<file path="config.mk">
export PLATFORM = sky130hd
export DESIGN_NAME = arith_core_sequencer_flat
export DESIGN_NICKNAME = d
export VERILOG_FILES = /design/src/rtl/arith_core_sequencer_pkg.sv /design/src/rtl/arith_core_sequencer_if.sv /design/src/rtl/arith_core_sequencer_step_counter.sv /design/src/rtl/arith_core_sequencer.sv /design/src/flat_wrapper.sv
export SDC_FILE = /design/constraint.sdc
export NUM_CORES = 1
export LEC_CHECK = 0
export BUFFER_PORTS_ARGS = -buffer_cell sky130_fd_sc_hd__buf_2
export CAP_MARGIN = 20
export CORE_ASPECT_RATIO = 1.5
export CORE_MARGIN = 1.5
export CORE_UTILIZATION = 40
export CTS_CLUSTER_DIAMETER = 200
export DETAILED_ROUTE_END_ITERATION = 10
export PLACE_DENSITY_LB_ADDON = 0.12
export SLEW_MARGIN = 25
export SYNTH_ARGS = -nofsm -noshare
export SYNTH_HDL_FRONTEND = slang
export SYNTH_SLANG_ARGS = --single-unit
</file>
<file path="constraint.sdc">
create_clock -name clk -period 2.64 [get_ports clk]
set_input_delay 0.132 -clock clk [delete_from_list [all_inputs] [get_ports clk]]
set_output_delay 0.132 -clock clk [all_outputs]
set_load 0.02 [all_outputs]
</file>
<file path="src/rtl/arith_core_sequencer_pkg.sv">
// arith_core_sequencer_pkg: shared state encoding and parameter defaults for the arithmetic core sequencer
package arith_core_sequencer_pkg;
    localparam int STEP_W_DEF    = 3;
    localparam int PIX_W_DEF     = 16;
    localparam int DRAIN_LAT_DEF = 4;
    typedef enum logic [1:0] {IDLE, RUN, DRAIN, DONE} state_e;
endpackage

</file>
<file path="src/rtl/arith_core_sequencer_if.sv">
// arith_core_sequencer_if: operand-buffer handshake and core control bundle between sequencer and core
interface arith_core_sequencer_if
    import arith_core_sequencer_pkg::*;
#(
    parameter int STEP_W = STEP_W_DEF
);
    logic              data_valid;
    logic              data_ready;
    logic              core_en;
    logic [STEP_W-1:0] core_step;
    logic [1:0]        core_bound_level;
    logic              core_en_relu;
    logic              core_en_mp;
    logic              core_out_en;
    modport master(
        input  data_valid, core_out_en,
        output data_ready, core_en, core_step, core_bound_level, core_en_relu, core_en_mp
    );
    modport slave(
        output data_valid, core_out_en,
        input  data_ready, core_en, core_step, core_bound_level, core_en_relu, core_en_mp
    );
endinterface

</file>
<file path="src/rtl/arith_core_sequencer_step_counter.sv">
// seq_step_counter: step index that wraps at last_step and bumps the pixel index in the same edge
module seq_step_counter
    import arith_core_sequencer_pkg::*;
#(
    parameter int STEP_W = STEP_W_DEF,
    parameter int PIX_W  = PIX_W_DEF
) (
    input  logic              clk,
    input  logic              reset,
    input  logic              inc,
    input  logic              clr,
    input  logic [STEP_W-1:0] last_step,
    input  logic [PIX_W-1:0]  last_pixel,
    output logic [STEP_W-1:0] step,
    output logic              done
);
    logic [STEP_W-1:0] step_d, step_q;
    logic [PIX_W-1:0]  pix_d, pix_q;
    logic              wrap;

    assign wrap = step_q == last_step;
    assign done = wrap && pix_q == last_pixel;
    assign step = step_q;

    always_comb begin
        step_d = clr ? '0 : inc ? (wrap ? '0 : step_q + STEP_W'(1)) : step_q;
        pix_d  = clr ? '0 : (inc && wrap) ? pix_q + PIX_W'(1) : pix_q;
    end

    always_ff @(posedge clk or negedge reset) begin
        if (!reset) begin
            step_q <= '0;
            pix_q  <= '0;
        end else begin
            step_q <= step_d;
            pix_q  <= pix_d;
        end
    end
endmodule

</file>
<file path="src/rtl/arith_core_sequencer.sv">
// arith_core_sequencer: steps the core through cfg_pixels x (cfg_last_step+1) windows, drains, then pulses done
module arith_core_sequencer
    import arith_core_sequencer_pkg::*;
#(
    parameter int STEP_W    = STEP_W_DEF,
    parameter int PIX_W     = PIX_W_DEF,
    parameter int DRAIN_LAT = DRAIN_LAT_DEF
) (
    input  logic                   clk,
    input  logic                   reset,
    input  logic                   start,
    input  logic                   abort,
    input  logic [STEP_W-1:0]      cfg_last_step,
    input  logic [PIX_W-1:0]       cfg_pixels,
    input  logic [1:0]             cfg_bound_level,
    input  logic                   cfg_relu,
    input  logic                   cfg_mp,
    arith_core_sequencer_if.master core,
    output logic                   busy,
    output logic                   done,
    output logic [PIX_W-1:0]       out_cnt
);
    localparam int DW = $clog2(DRAIN_LAT + 1);

    state_e            state_d, state_q;
    logic [STEP_W-1:0] last_step_d, last_step_q;
    logic [PIX_W-1:0]  pixels_d, pixels_q, out_cnt_d, out_cnt_q;
    logic [1:0]        bound_d, bound_q;
    logic              relu_d, relu_q, mp_d, mp_q;
    logic [DW-1:0]     drain_d, drain_q;
    logic              launch, accept, live, job_done;

    assign launch = state_q == IDLE && start;
    assign accept = state_q == RUN && core.data_valid && !abort;
    assign live   = state_q == RUN || state_q == DRAIN;

    seq_step_counter #(.STEP_W(STEP_W), .PIX_W(PIX_W)) u_cnt (
        .clk       (clk),
        .reset     (reset),
        .inc       (accept),
        .clr       (launch),
        .last_step (last_step_q),
        .last_pixel(pixels_q - PIX_W'(1)),
        .step      (core.core_step),
        .done      (job_done)
    );

    always_comb begin
        state_d     = state_q;
        drain_d     = '0;
        last_step_d = launch ? cfg_last_step : last_step_q;
        pixels_d    = launch ? cfg_pixels : pixels_q;
        bound_d     = launch ? cfg_bound_level : bound_q;
        relu_d      = launch ? cfg_relu : relu_q;
        mp_d        = launch ? cfg_mp : mp_q;
        out_cnt_d   = launch ? '0 :
                      (busy && core.core_out_en && !(&out_cnt_q)) ? out_cnt_q + PIX_W'(1) : out_cnt_q;
        case (state_q)
            IDLE:  if (start) state_d = cfg_pixels == '0 ? DONE : RUN;
            RUN:   if (abort) state_d = IDLE; else if (accept && job_done) state_d = DRAIN;
            DRAIN: begin
                drain_d = drain_q + DW'(1);
                if (abort) state_d = IDLE; else if (drain_q == DW'(DRAIN_LAT - 1)) state_d = DONE;
            end
            DONE:  state_d = IDLE;
        endcase
    end

    always_ff @(posedge clk or negedge reset) begin
        if (!reset) begin
            state_q     <= IDLE;
            drain_q     <= '0;
            last_step_q <= '0;
            pixels_q    <= '0;
            bound_q     <= '0;
            relu_q      <= 1'b0;
            mp_q        <= 1'b0;
            out_cnt_q   <= '0;
        end else begin
            state_q     <= state_d;
            drain_q     <= drain_d;
            last_step_q <= last_step_d;
            pixels_q    <= pixels_d;
            bound_q     <= bound_d;
            relu_q      <= relu_d;
            mp_q        <= mp_d;
            out_cnt_q   <= out_cnt_d;
        end
    end

    // the core pipelines these itself, so they must stay stable through DRAIN
    assign core.core_bound_level = live ? bound_q : '0;
    assign core.core_en_relu     = live && relu_q;
    assign core.core_en_mp       = live && mp_q;
    assign core.data_ready       = accept;
    assign core.core_en          = accept;
    assign busy                  = state_q != IDLE;
    assign done                  = state_q == DONE;
    assign out_cnt               = out_cnt_q;
endmodule

</file>
<file path="src/flat_wrapper.sv">
// flat-port wrapper written by rule: the top's interface ports become plain ports
module arith_core_sequencer_flat import arith_core_sequencer_pkg::*;
#(
    parameter int STEP_W    = STEP_W_DEF,
    parameter int PIX_W     = PIX_W_DEF,
    parameter int DRAIN_LAT = DRAIN_LAT_DEF
)
  (clk, reset, start, abort, cfg_last_step, cfg_pixels, cfg_bound_level, cfg_relu, cfg_mp, busy, done, out_cnt, core_data_valid, core_core_out_en, core_data_ready, core_core_en, core_core_step, core_core_bound_level, core_core_en_relu, core_core_en_mp);
  arith_core_sequencer_if #(.STEP_W(STEP_W)) core_i ();
  input  logic clk;
  input  logic reset;
  input  logic start;
  input  logic abort;
  input  logic [STEP_W-1:0] cfg_last_step;
  input  logic [PIX_W-1:0] cfg_pixels;
  input  logic [1:0] cfg_bound_level;
  input  logic cfg_relu;
  input  logic cfg_mp;
  output logic busy;
  output logic done;
  output logic [PIX_W-1:0] out_cnt;
  input wire logic [$bits(core_i.data_valid)-1:0] core_data_valid;
  input wire logic [$bits(core_i.core_out_en)-1:0] core_core_out_en;
  output wire logic [$bits(core_i.data_ready)-1:0] core_data_ready;
  output wire logic [$bits(core_i.core_en)-1:0] core_core_en;
  output wire logic [$bits(core_i.core_step)-1:0] core_core_step;
  output wire logic [$bits(core_i.core_bound_level)-1:0] core_core_bound_level;
  output wire logic [$bits(core_i.core_en_relu)-1:0] core_core_en_relu;
  output wire logic [$bits(core_i.core_en_mp)-1:0] core_core_en_mp;
  assign core_i.data_valid = core_data_valid;
  assign core_i.core_out_en = core_core_out_en;
  assign core_data_ready = core_i.data_ready;
  assign core_core_en = core_i.core_en;
  assign core_core_step = core_i.core_step;
  assign core_core_bound_level = core_i.core_bound_level;
  assign core_core_en_relu = core_i.core_en_relu;
  assign core_core_en_mp = core_i.core_en_mp;
  arith_core_sequencer #(.STEP_W(STEP_W), .PIX_W(PIX_W), .DRAIN_LAT(DRAIN_LAT)) u_core (.clk(clk), .reset(reset), .start(start), .abort(abort), .cfg_last_step(cfg_last_step), .cfg_pixels(cfg_pixels), .cfg_bound_level(cfg_bound_level), .cfg_relu(cfg_relu), .cfg_mp(cfg_mp), .core(core_i), .busy(busy), .done(done), .out_cnt(out_cnt));
endmodule
</file>
==> flow_summary.json <==
{
  "violations": "negative hold slack",
  "io_pins": 56,
  "drc": 0,
  "whs_ns": -0.0376,
  "finalClockSkew_ns": 0.00695,
  "finalCriticalPeriod_ns": 2.52,
  "max_freq_mhz": 397,
  "synth_edf_count": 0,
  "slew_headroom_pct": 42.8,
  "grt_pass1_wl_mm": 15.0,
  "synth_nets": 446,
  "drtPass1Iterations": 4,
  "core_sq_mm": 0.00878,
  "overflow": 0,
  "maxCapViolations": 0,
  "die_area_sq_mm": 0.00958,
  "hold_viol_final": 19,
  "cts_made_buffers": 9,
  "fill_cells": 836,
  "cp.required_ns": 2.85,
  "power_density_mw_per_mm2": 1010,
  "timing.final.ws_setup_ns": 0.122,
  "crit_fanout": 6,
  "place_congestion": 0.834,
  "synth_ff_type": "dfrtp_1",
  "syn_avg_cell_area_sq_um": 8.86,
  "crit_type": "reg2reg",
  "clock_latency_ns": 0.34,
  "clk_pin_slew_ns": 0.06,
  "drive_above_1_share_pct": 21.3,
  "utilization_pct": 52.5,
  "hold_class": "in2async",
  "cp-start-kind": "flip-flop",
  "port_buffers": 55,
  "cts_root_buf": "clkbuf_16",
  "initial_core_util_pct": 41.0,
  "pre_cts_slack_ns": -0.0407,
  "slowest_delay_ns": 0.49,
  "yosysSeqAreaShare_pct": 43.8,
  "die_h_microns": 119,
  "p_leak_nw": 2.23,
  "crit_chain": "or3_1, or3_4, a32oi_2, nand4_1, a2111oi_4, buf_4, o211ai_1",
  "final_antenna_net_count": 0,
  "async_flop_share_pct": 100,
  "tightest_slew_ns": 0.856,
  "htreeDepth": 3,
  "grt_usage_pct": 20.6,
  "ir_drop_mv": 0.474,
  "yosysWarningCount": 0,
  "cp_top_family": "simple AND/OR/NAND/NOR gates",
  "cts.sinks": 63,
  "synth_cells": 406,
  "totalWireLength_mm": 9.02,
  "period_share_pct": 95.4,
  "worst_path_max_delay_cell": "or3_1",
  "finalMaxSlewViolations": 0,
  "vias": 3098,
  "syn_to_final_growth_pct": 28.1,
  "tritoncts": "built",
  "final_nets": 524,
  "fp.dieW_microns": 80.4,
  "path_buf_inv": 1,
  "drtIter0Drc": 176,
  "cts_buffer_depth": 2,
  "arrival_ns": 2.73,
  "grt_max_degree": 64,
  "wire_per_inst_microns": 15.1,
  "antenna_found_initial": 0,
  "via_per_inst": 5.17,
  "crit_path_end_kind": "flip-flop",
  "yosysUniqueCellTypes": 49,
  "dp_hpwl_mm": 6.51,
  "grt_pass1_vias": 3099,
  "outcome": "complete, but fails checks",
  "synth_area_sq_mm": 0.00360,
  "row_count": 42,
  "n_antenna_cell": 0,
  "yosys_register_bits": 63,
  "setup_violations": 0
}
layer usage:
| layer | track usage [%] | vias to the layer above | wire (microns) | share of wire, % |
|---|---|---|---|---|
| met5 | 0 | - | 0 | 0 |
| met2 | 34.3 | 73 | 4660 | 52 |
| li1 | - | 1540 | - | - |
| met1 | 24.9 | 1475 | 3770 | 42 |
| met3 | 3.52 | 10 | 399 | 4.4 |
| met4 | 10.6 | 0 | 187 | 2.1 |
per-stage QoR:
| stage | TNS, ns | instances | hold WS, ns | area (sq um) | power (mW) |
|---|---|---|---|---|---|
| after floorplan | 0 | 406 | -0.164 | 3600 | 2.54 |
| after global placement | 0 | 571 | 0.325 | 4070 | 3.06 |
| after detailed placement | -0.0810 | 571 | 0.333 | 4070 | 3.09 |
| after CTS | 0 | 597 | 0.00197 | 4550 | 4.61 |
| after global routing | -0.0302 | 599 | 0.00894 | 4610 | 4.96 |
| final | 0 | 599 | -0.0376 | 4610 | 4.65 |
logic make-up (layout without fill, tap and decap cells):
group,Yosys count,count (layout),synth area share (%)
AO/OA/AOI/OAI,38,38,7.66
XOR/XNOR,45,45,11.0
adder cells (fa/ha/maj),11,11,3.83
buffers and inverters,27,110,2.96
flip-flops,63,63,43.8
multiplexers,5,5,1.43
AND/OR/NAND/NOR,217,217,29.3
power by group:
| part | switching, mW | internal, mW |
|---|---|---|
| logic | 1.05 | 0.697 |
| clock network | 0.456 | 1.02 |
| registers | 0.233 | 1.19 |
cell usage in the layout (no fill, tap or decap), types with 11 or more instances in the layout:
cell     instances
buf_2           55
nor2_1          46
nand2_1         83
dfrtp_1         63
xnor2_1         15
inv_1           13
buf_4           15
ha_1            11
xor2_1          30
nand4_1         14
worst paths after layout:
| path | startpoint | endpoint | slack, ns | cells after the start |
|---|---|---|---|---|
| setup / recovery | u_core.pixels_q[3] | u_core.state_q[1] | 0.12 | 7 |
| hold / removal | reset | u_core.drain_q[2] | -0.04 | 2 |
| setup reg to reg | u_core.pixels_q[3] | u_core.state_q[1] | 0.12 | 7 |
| hold reg to reg | u_core.drain_q[0] | u_core.drain_q[0] | 0.43 | 1 |
| max in group asynchronous | reset | u_core.relu_q | 2.11 | 2 |
| min in group clk | cfg_bound_level[0] | u_core.bound_q[0] | 0 | 3 |
cell usage after synthesis, types with 2 or more instances:
cell	n	share of area (%)
nand2_1	83	8.7
dfrtp_1	63	44
nor2_1	46	4.8
xor2_1	30	7.3
xnor2_1	15	3.7
nand4_1	14	2.4
inv_1	13	1.4
and2_1	11	1.9
clkbuf_1	11	1.1
ha_1	11	3.8
o21ai_0	11	1.5
nand3_1	10	1.4
nor3_1	9	1.3
nor4_1	9	1.6
a21oi_1	8	1.1
nand2b_1	6	1.0
or3_1	5	0.87
and4_1	4	0.97
mux2i_1	4	1.1
nor2b_1	4	0.70
and3_1	3	0.52
nand3b_1	3	0.63
a311oi_1	2	0.49
a31oi_1	2	0.35
o211ai_1	2	0.42
o31ai_1	2	0.42
or2_2	2	0.35
or4_1	2	0.42
state kept, by name, indices dropped and copies added (netlist names):
signal,cells
u_core.relu_q,1
u_core.drain_q,3
u_core.u_cnt.pix_q,16
u_core.out_cnt,16
u_core.mp_q,1
u_core.pixels_q,16
u_core.bound_q,2
u_core.u_cnt.step,3
u_core.last_step_q,3
u_core.state_q,2
final cells by class:
class	instances	area, sq um	area share (%)
Tap cell	110	138	2.99
Timing Repair Buffer	81	508	11.0
Multi-Input combinational cell	316	1970	42.7
Inverter	13	48.8	1.06
Clock inverter	7	144	3.12
Sequential cell	63	1580	34.2
Clock buffer	9	225	4.89
timing repair:
item	4_1_cts	5_1_grt
pin swaps	1	7
hold buffers	10	0
hold endpoints to repair	10	0
buffers inserted	0	2
resized for setup	2	8
endpoints found under the setup margin	2	2
No activity file was read; power rests on OpenSTA's default activity.
